## src/rtl/note_replayer_pkg.sv

```systemverilog
// Shared constants and state encoding for the note replayer.
// Defaults match the note memory and a 100 MHz clock.
package note_replayer_pkg;

    localparam int DEF_DATA_WIDTH = 8;
    localparam int DEF_IDX_WIDTH  = 6;
    localparam int DEF_NOTE_TICKS = 10_000_000;
    localparam int DEF_GAP_TICKS  = 1_000_000;

    typedef enum logic [2:0] {
        S_IDLE,
        S_REWIND,
        S_FETCH,
        S_LATCH,
        S_PLAY,
        S_GAP
    } state_t;

    function automatic int tmr_width(input int a, input int b);
        int m;
        m = (a > b) ? a : b;
        return (m > 1) ? $clog2(m) : 1;
    endfunction

endpackage

```

## src/rtl/note_replayer_if.sv

```systemverilog
// Read handshake between the note memory and its reader.
// The master issues read/rewind, the slave returns data and ready.
interface note_replayer_if #(
    parameter int DW = 8
);
    logic [DW-1:0] data;
    logic          ready;
    logic          read_en;
    logic          read_rst;

    modport master (
        output read_en,
        output read_rst,
        input  data,
        input  ready
    );

    modport slave (
        input  read_en,
        input  read_rst,
        output data,
        output ready
    );
endinterface

```

## src/rtl/note_replayer_timer.sv

```systemverilog
// Slot timer shared by the PLAY and GAP states.
// Terminal count is flagged when the count equals the run-time limit.
module note_replayer_timer #(
    parameter int W = 1
) (
    input  logic         clk,
    input  logic         rst_n,
    input  logic         clr,
    input  logic         en,
    input  logic [W-1:0] limit,
    output logic         tc
);
    logic [W-1:0] cnt;

    always_ff @(posedge clk) begin
        if (!rst_n || clr)
            cnt <= '0;
        else if (en)
            cnt <= cnt + W'(1);
    end

    assign tc = (cnt == limit);
endmodule

```

## src/rtl/note_replayer.sv

```systemverilog
// Plays back stored notes: rewind, fetch, hold each note, then a gap.
// All outputs are registered; stop beats start, reset beats both.
module note_replayer
    import note_replayer_pkg::*;
#(
    parameter int DATA_WIDTH = DEF_DATA_WIDTH,
    parameter int IDX_WIDTH  = DEF_IDX_WIDTH,
    parameter int NOTE_TICKS = DEF_NOTE_TICKS,
    parameter int GAP_TICKS  = DEF_GAP_TICKS
) (
    input  logic                  clk,
    input  logic                  rst_n,
    input  logic                  start,
    input  logic                  stop,
    input  logic                  pause,
    input  logic                  rec_busy,
    note_replayer_if.master       mem,
    output logic [DATA_WIDTH-1:0] note_out,
    output logic                  note_valid,
    output logic [IDX_WIDTH-1:0]  note_index,
    output logic                  busy,
    output logic                  done
);
    localparam int TW = tmr_width(NOTE_TICKS, GAP_TICKS);
    localparam logic [TW-1:0] NOTE_LIM = TW'(NOTE_TICKS - 1);
    localparam logic [TW-1:0] GAP_LIM  =
        TW'((GAP_TICKS > 0) ? GAP_TICKS - 1 : 0);

    state_t        state;
    logic          active;
    logic          tc;
    logic          tmr_clr;
    logic          tmr_en;
    logic [TW-1:0] limit;

    assign active  = (state == S_PLAY) || (state == S_GAP);
    assign limit   = (state == S_PLAY) ? NOTE_LIM : GAP_LIM;
    assign tmr_en  = active && !pause;
    assign tmr_clr = !active || (tc && !pause);

    note_replayer_timer #(.W(TW)) u_timer (
        .clk   (clk),
        .rst_n (rst_n),
        .clr   (tmr_clr),
        .en    (tmr_en),
        .limit (limit),
        .tc    (tc)
    );

    always_ff @(posedge clk) begin
        if (!rst_n) begin
            state        <= S_IDLE;
            note_out     <= '0;
            note_valid   <= 1'b0;
            note_index   <= '0;
            busy         <= 1'b0;
            done         <= 1'b0;
            mem.read_en  <= 1'b0;
            mem.read_rst <= 1'b0;
        end else begin
            mem.read_en  <= 1'b0;
            mem.read_rst <= 1'b0;
            done         <= 1'b0;
            if (stop) begin
                state      <= S_IDLE;
                note_out   <= '0;
                note_valid <= 1'b0;
                busy       <= 1'b0;
            end else if (start && !rec_busy) begin
                // Also a restart when busy: current note is cut at once.
                state        <= S_REWIND;
                mem.read_rst <= 1'b1;
                note_out     <= '0;
                note_valid   <= 1'b0;
                busy         <= 1'b1;
            end else begin
                unique case (state)
                    S_IDLE: ;
                    S_REWIND: begin
                        note_index  <= '0;
                        mem.read_en <= 1'b1;
                        state       <= S_FETCH;
                    end
                    S_FETCH: state <= S_LATCH;
                    S_LATCH: begin
                        if (mem.ready) begin
                            note_out   <= mem.data;
                            note_valid <= 1'b1;
                            note_index <= note_index + 1'b1;
                            state      <= S_PLAY;
                        end else begin
                            note_out <= '0;
                            done     <= 1'b1;
                            busy     <= 1'b0;
                            state    <= S_IDLE;
                        end
                    end
                    S_PLAY: begin
                        if (!pause && tc) begin
                            note_out   <= '0;
                            note_valid <= 1'b0;
                            if (GAP_TICKS == 0) begin
                                mem.read_en <= 1'b1;
                                state       <= S_FETCH;
                            end else begin
                                state <= S_GAP;
                            end
                        end
                    end
                    S_GAP: begin
                        if (!pause && tc) begin
                            mem.read_en <= 1'b1;
                            state       <= S_FETCH;
                        end
                    end
                    default: state <= S_IDLE;
                endcase
            end
        end
    end
endmodule

```

## src/flat_wrapper.sv

```systemverilog
// flat-port wrapper written by rule: the top's interface ports become plain ports
module note_replayer_flat import note_replayer_pkg::*;
#(
    parameter int DATA_WIDTH = DEF_DATA_WIDTH,
    parameter int IDX_WIDTH  = DEF_IDX_WIDTH,
    parameter int NOTE_TICKS = DEF_NOTE_TICKS,
    parameter int GAP_TICKS  = DEF_GAP_TICKS
)
  (clk, rst_n, start, stop, pause, rec_busy, note_out, note_valid, note_index, busy, done, mem_read_en, mem_read_rst, mem_data, mem_ready);
  note_replayer_if #(.DW(8)) mem_i ();
  input  logic clk;
  input  logic rst_n;
  input  logic start;
  input  logic stop;
  input  logic pause;
  input  logic rec_busy;
  output logic [DATA_WIDTH-1:0] note_out;
  output logic note_valid;
  output logic [IDX_WIDTH-1:0] note_index;
  output logic busy;
  output logic done;
  output wire logic [$bits(mem_i.read_en)-1:0] mem_read_en;
  output wire logic [$bits(mem_i.read_rst)-1:0] mem_read_rst;
  input wire logic [$bits(mem_i.data)-1:0] mem_data;
  input wire logic [$bits(mem_i.ready)-1:0] mem_ready;
  assign mem_read_en = mem_i.read_en;
  assign mem_read_rst = mem_i.read_rst;
  assign mem_i.data = mem_data;
  assign mem_i.ready = mem_ready;
  note_replayer #(.DATA_WIDTH(DATA_WIDTH), .IDX_WIDTH(IDX_WIDTH), .NOTE_TICKS(NOTE_TICKS), .GAP_TICKS(GAP_TICKS)) u_core (.clk(clk), .rst_n(rst_n), .start(start), .stop(stop), .pause(pause), .rec_busy(rec_busy), .mem(mem_i), .note_out(note_out), .note_valid(note_valid), .note_index(note_index), .busy(busy), .done(done));
endmodule
```

## config.mk

```make
export PLATFORM = sky130hd
export DESIGN_NAME = note_replayer_flat
export DESIGN_NICKNAME = d
export VERILOG_FILES = /design/src/rtl/note_replayer_pkg.sv /design/src/rtl/note_replayer_if.sv /design/src/rtl/note_replayer_timer.sv /design/src/rtl/note_replayer.sv /design/src/flat_wrapper.sv
export SDC_FILE = /design/constraint.sdc
export NUM_CORES = 1
export LEC_CHECK = 0
export BUFFER_PORTS_ARGS = -buffer_cell sky130_fd_sc_hd__buf_4
export CELL_PAD_IN_SITES_DETAIL_PLACEMENT = 2
export CELL_PAD_IN_SITES_GLOBAL_PLACEMENT = 2
export CORE_UTILIZATION = 34
export CTS_CLUSTER_DIAMETER = 120
export DETAILED_ROUTE_END_ITERATION = 6
export GPL_TIMING_DRIVEN = 0
export PLACE_DENSITY = 0.85
export SKIP_LAST_GASP = 1
export SYNTH_ARGS = -nofsm -noshare
export SYNTH_HDL_FRONTEND = slang
export SYNTH_SLANG_ARGS = --single-unit
```

## constraint.sdc

```tcl
create_clock -name clk -period 2.5 [get_ports clk]
set_clock_uncertainty 0.05 [all_clocks]
set_input_delay 0.375 -clock clk [delete_from_list [all_inputs] [get_ports clk]]
set_output_delay 0.375 -clock clk [all_outputs]
set_load 0.02 [all_outputs]
```

==> results.json <==
{
  "status": "finished, violations left",
  "ctsRootBufferMaster": "clkbuf_8",
  "n_antenna_cell": 0,
  "cap_viol_max_count": 0,
  "io_pins": 34,
  "core_um2": 6495,
  "post_dp_cell_area_um2": 2683,
  "setup_viol_count_final": 0,
  "place_congestion": 0.7784,
  "ys.flop_type": "dfxtp_1",
  "synth.distinct_cells": 48,
  "grt_max_degree": 14,
  "async_flop_share_pct": 0,
  "cts_sinks": 46,
  "antenna_found_initial": 0,
  "dr.pass1.iters": 6,
  "syn_nets": 287,
  "drive_gt1_share_pct": 17.36,
  "drv_slew": 0,
  "grt_pass1_vias": 2351,
  "dieArea_um2": 7214,
  "syn_inst": 270,
  "crit_path_max_fanout": 10,
  "yosysMostFrequentCell": "dfxtp_1",
  "drt_wl_total_mm": 7.327,
  "worstPathRequired_ns": 2.66,
  "final_area_um2": 2783,
  "syn-cell-area_um2": 2338,
  "cts_hold_buf": 0,
  "fin_nets": 327,
  "cp_cell_sequence": "buf_2 > nor3b_2 > nand3_1 > or4_1 > a211oi_1",
  "initial_core_util_pct": 36.00,
  "detail-route-antenna-nets": 0,
  "post-route-drc-count": 3,
  "fin_crit_ns": 2.391,
  "viasPerCell": 5.923,
  "utilization_pct": 42.84,
  "avgSynthCellArea_um2": 8.661,
  "clk_pin_slew_ns": 0.09,
  "yosysSeqAreaShare_pct": 39.38,
  "synth_edf_count": 0,
  "grt_overflow": 0,
  "arrival_ns": 2.55,
  "layout_setup_ws_ns": 0.1095,
  "post-place-ws_ns": 0.1393,
  "slowest_stage": "or4_1",
  "min_period_over_period_pct": 95.62,
  "yosysTopAreaCellShare_pct": 39.38,
  "cts_tree": "yes",
  "ys_seq_elements": 46,
  "finalHoldViolCount": 0,
  "end_kind": "register",
  "synthTopCellsByCount": "dfxtp_1 (46), nand2_1 (21), nand3_1 (16), a211oi_1 (15)",
  "path_class": "reg2reg",
  "cts_buffers": 5,
  "drtIter0Drc": 81,
  "crit_path_start_kind": "register",
  "cpPeakStageDelay_ns": 0.55,
  "clock_path_buffers": 2,
  "fin_cells": 388,
  "max_freq_ghz": 0.4183,
  "path_delay_family": "simple AND/OR/NAND/NOR gates",
  "relSlewSlack_pct": 52.68,
  "ys_warn_count": 0,
  "p_per_area_nw_per_um2": 456.7,
  "p_leak_nw": 0.8627,
  "worstMarginPinSlew_ns": 0.7038,
  "num_rows": 29,
  "tns_ns": 0,
  "hpwl_mm": 5.333,
  "syn_to_final_growth_pct": 18.99,
  "ir_worst_vdd_mv": 0.2003,
  "clk_latency_ns": 0.31,
  "grt_usage_pct": 21.24,
  "hold_path.class": "in2reg",
  "rsz0062_at_grt": "no",
  "violations": "DRC",
  "num_vias": 2298,
  "wl_per_cell_um": 18.88,
  "grt_pass1_wl_mm": 12.04,
  "die_w_um": 84.94,
  "io_buffers": 33,
  "synth_area_leader_cell": "dfxtp_1",
  "htreeDepth": 2,
  "worst-path-buf-inv": 1,
  "dieHeight_um": 84.94,
  "synth_area_leaders": "dfxtp_1 (39%), a211oi_1 (4.8%), or4_1 (3.9%)",
  "dp.cells": 380
}
-- placed cells by master, fill, tap and decap left out, types with 6 or more instances in the layout --
cell and n:
nand2_1 21, nand4_1 9, or4_1 12, xnor2_1 6
buf_2 7, o21ai_0 10, inv_1 7, nor3_1 13
a21oi_1 13, or3_1 10, dfxtp_1 46, buf_4 33
clkbuf_1 11, clkbuf_8 6, o31ai_1 9, a211oi_1 15
nand3_1 16, o211ai_1 9
-- path summary, 6_finish.rpt --
kind	end	startpoint	depth (start not counted)	slack, ns
worst max-delay path	u_core.u_timer.cnt[18]$_SDFFE_PP0P_	u_core.state[2]$_SDFFE_PP0P_	5	0.11
worst min-delay path	u_core.note_out[4]$_SDFFE_PP0P_	mem_data[4]	3	0.29
worst max register to register	u_core.u_timer.cnt[18]$_SDFFE_PP0P_	u_core.state[2]$_SDFFE_PP0P_	5	0.11
worst min register to register	u_core.note_out[4]$_SDFFE_PP0P_	u_core.note_out[4]$_SDFFE_PP0P_	2	0.45
-- timing repair --
item	in CTS	in global routing
endpoints found under the setup margin	0	9
buffers inserted	0	0
resized for setup	0	1
-- flip-flops by register name, summed over array words and instances, names as in the netlist --
register and cells:
u_core.done 1, u_core.note_index 6, u_core.mem.read_rst 1, u_core.note_out 8, u_core.note_valid 1, u_core.state 3
u_core.busy 1, u_core.u_timer.cnt 24, u_core.mem.read_en 1
-- power by group --
group / internal (mW) / switching, mW
logic: 0.0232 / 0.0242
registers: 0.734 / 0.000701
clock network: 0.224 / 0.265
-- per-stage QoR --
stage / total power [mW] / hold WS [ns]
3_5_place_dp: 0.7988 / 0.4405
4_1_cts: 1.287 / 0.2880
6_report: 1.271 / 0.2929
3_3_place_gp: 0.7976 / 0.4185
5_1_grt: 1.315 / 0.2953
2_1_floorplan: 0.7709 / 0.4175
-- area by class of cell --
type                    instances  area (um^2)
fillers                       723         3712
flip-flops and latches         46        920.9
repair buffers                 33        247.7
clock inverters                 1        5.005
multi-input cells             199         1316
inverters                       7        26.28
well taps                      77        96.34
plain buffers                  18        83.83
clock buffers                   7        86.33
-- layer usage --
metal	part of all wire [%]	GRT usage, %	vias up	wire length (um)
met3	1.9	3.405	5	137
met4	1.0	6.934	0	76
met1	46	26.80	1159	3348
met5	0	0	-	0
li1	-	-	1111	-
met2	51	37.10	23	3764
-- cells by family (layout without fill, tap and decap cells) --
kind of cell | after synthesis | after routing | share of synthesized area (%)
and+or+nand+nor | 118 | 118 | 30.82
AOI/OAI and AO/OA | 68 | 68 | 19.85
DFF | 46 | 46 | 39.38
buffers and inverters | 25 | 66 | 4.709
xor gates and xnor gates | 10 | 10 | 3.745
adders and majority gates | 2 | 2 | 1.070
muxes | 1 | 1 | 0.4281
-- worst register-to-register path: stages (launching register included) --
cell	delay [ns]
dfxtp_1	0.40
buf_2	0.23
nor3b_2	0.48
nand3_1	0.32
or4_1	0.55
a211oi_1	0.27
Note: power is estimated with default switching activity, not from simulation.
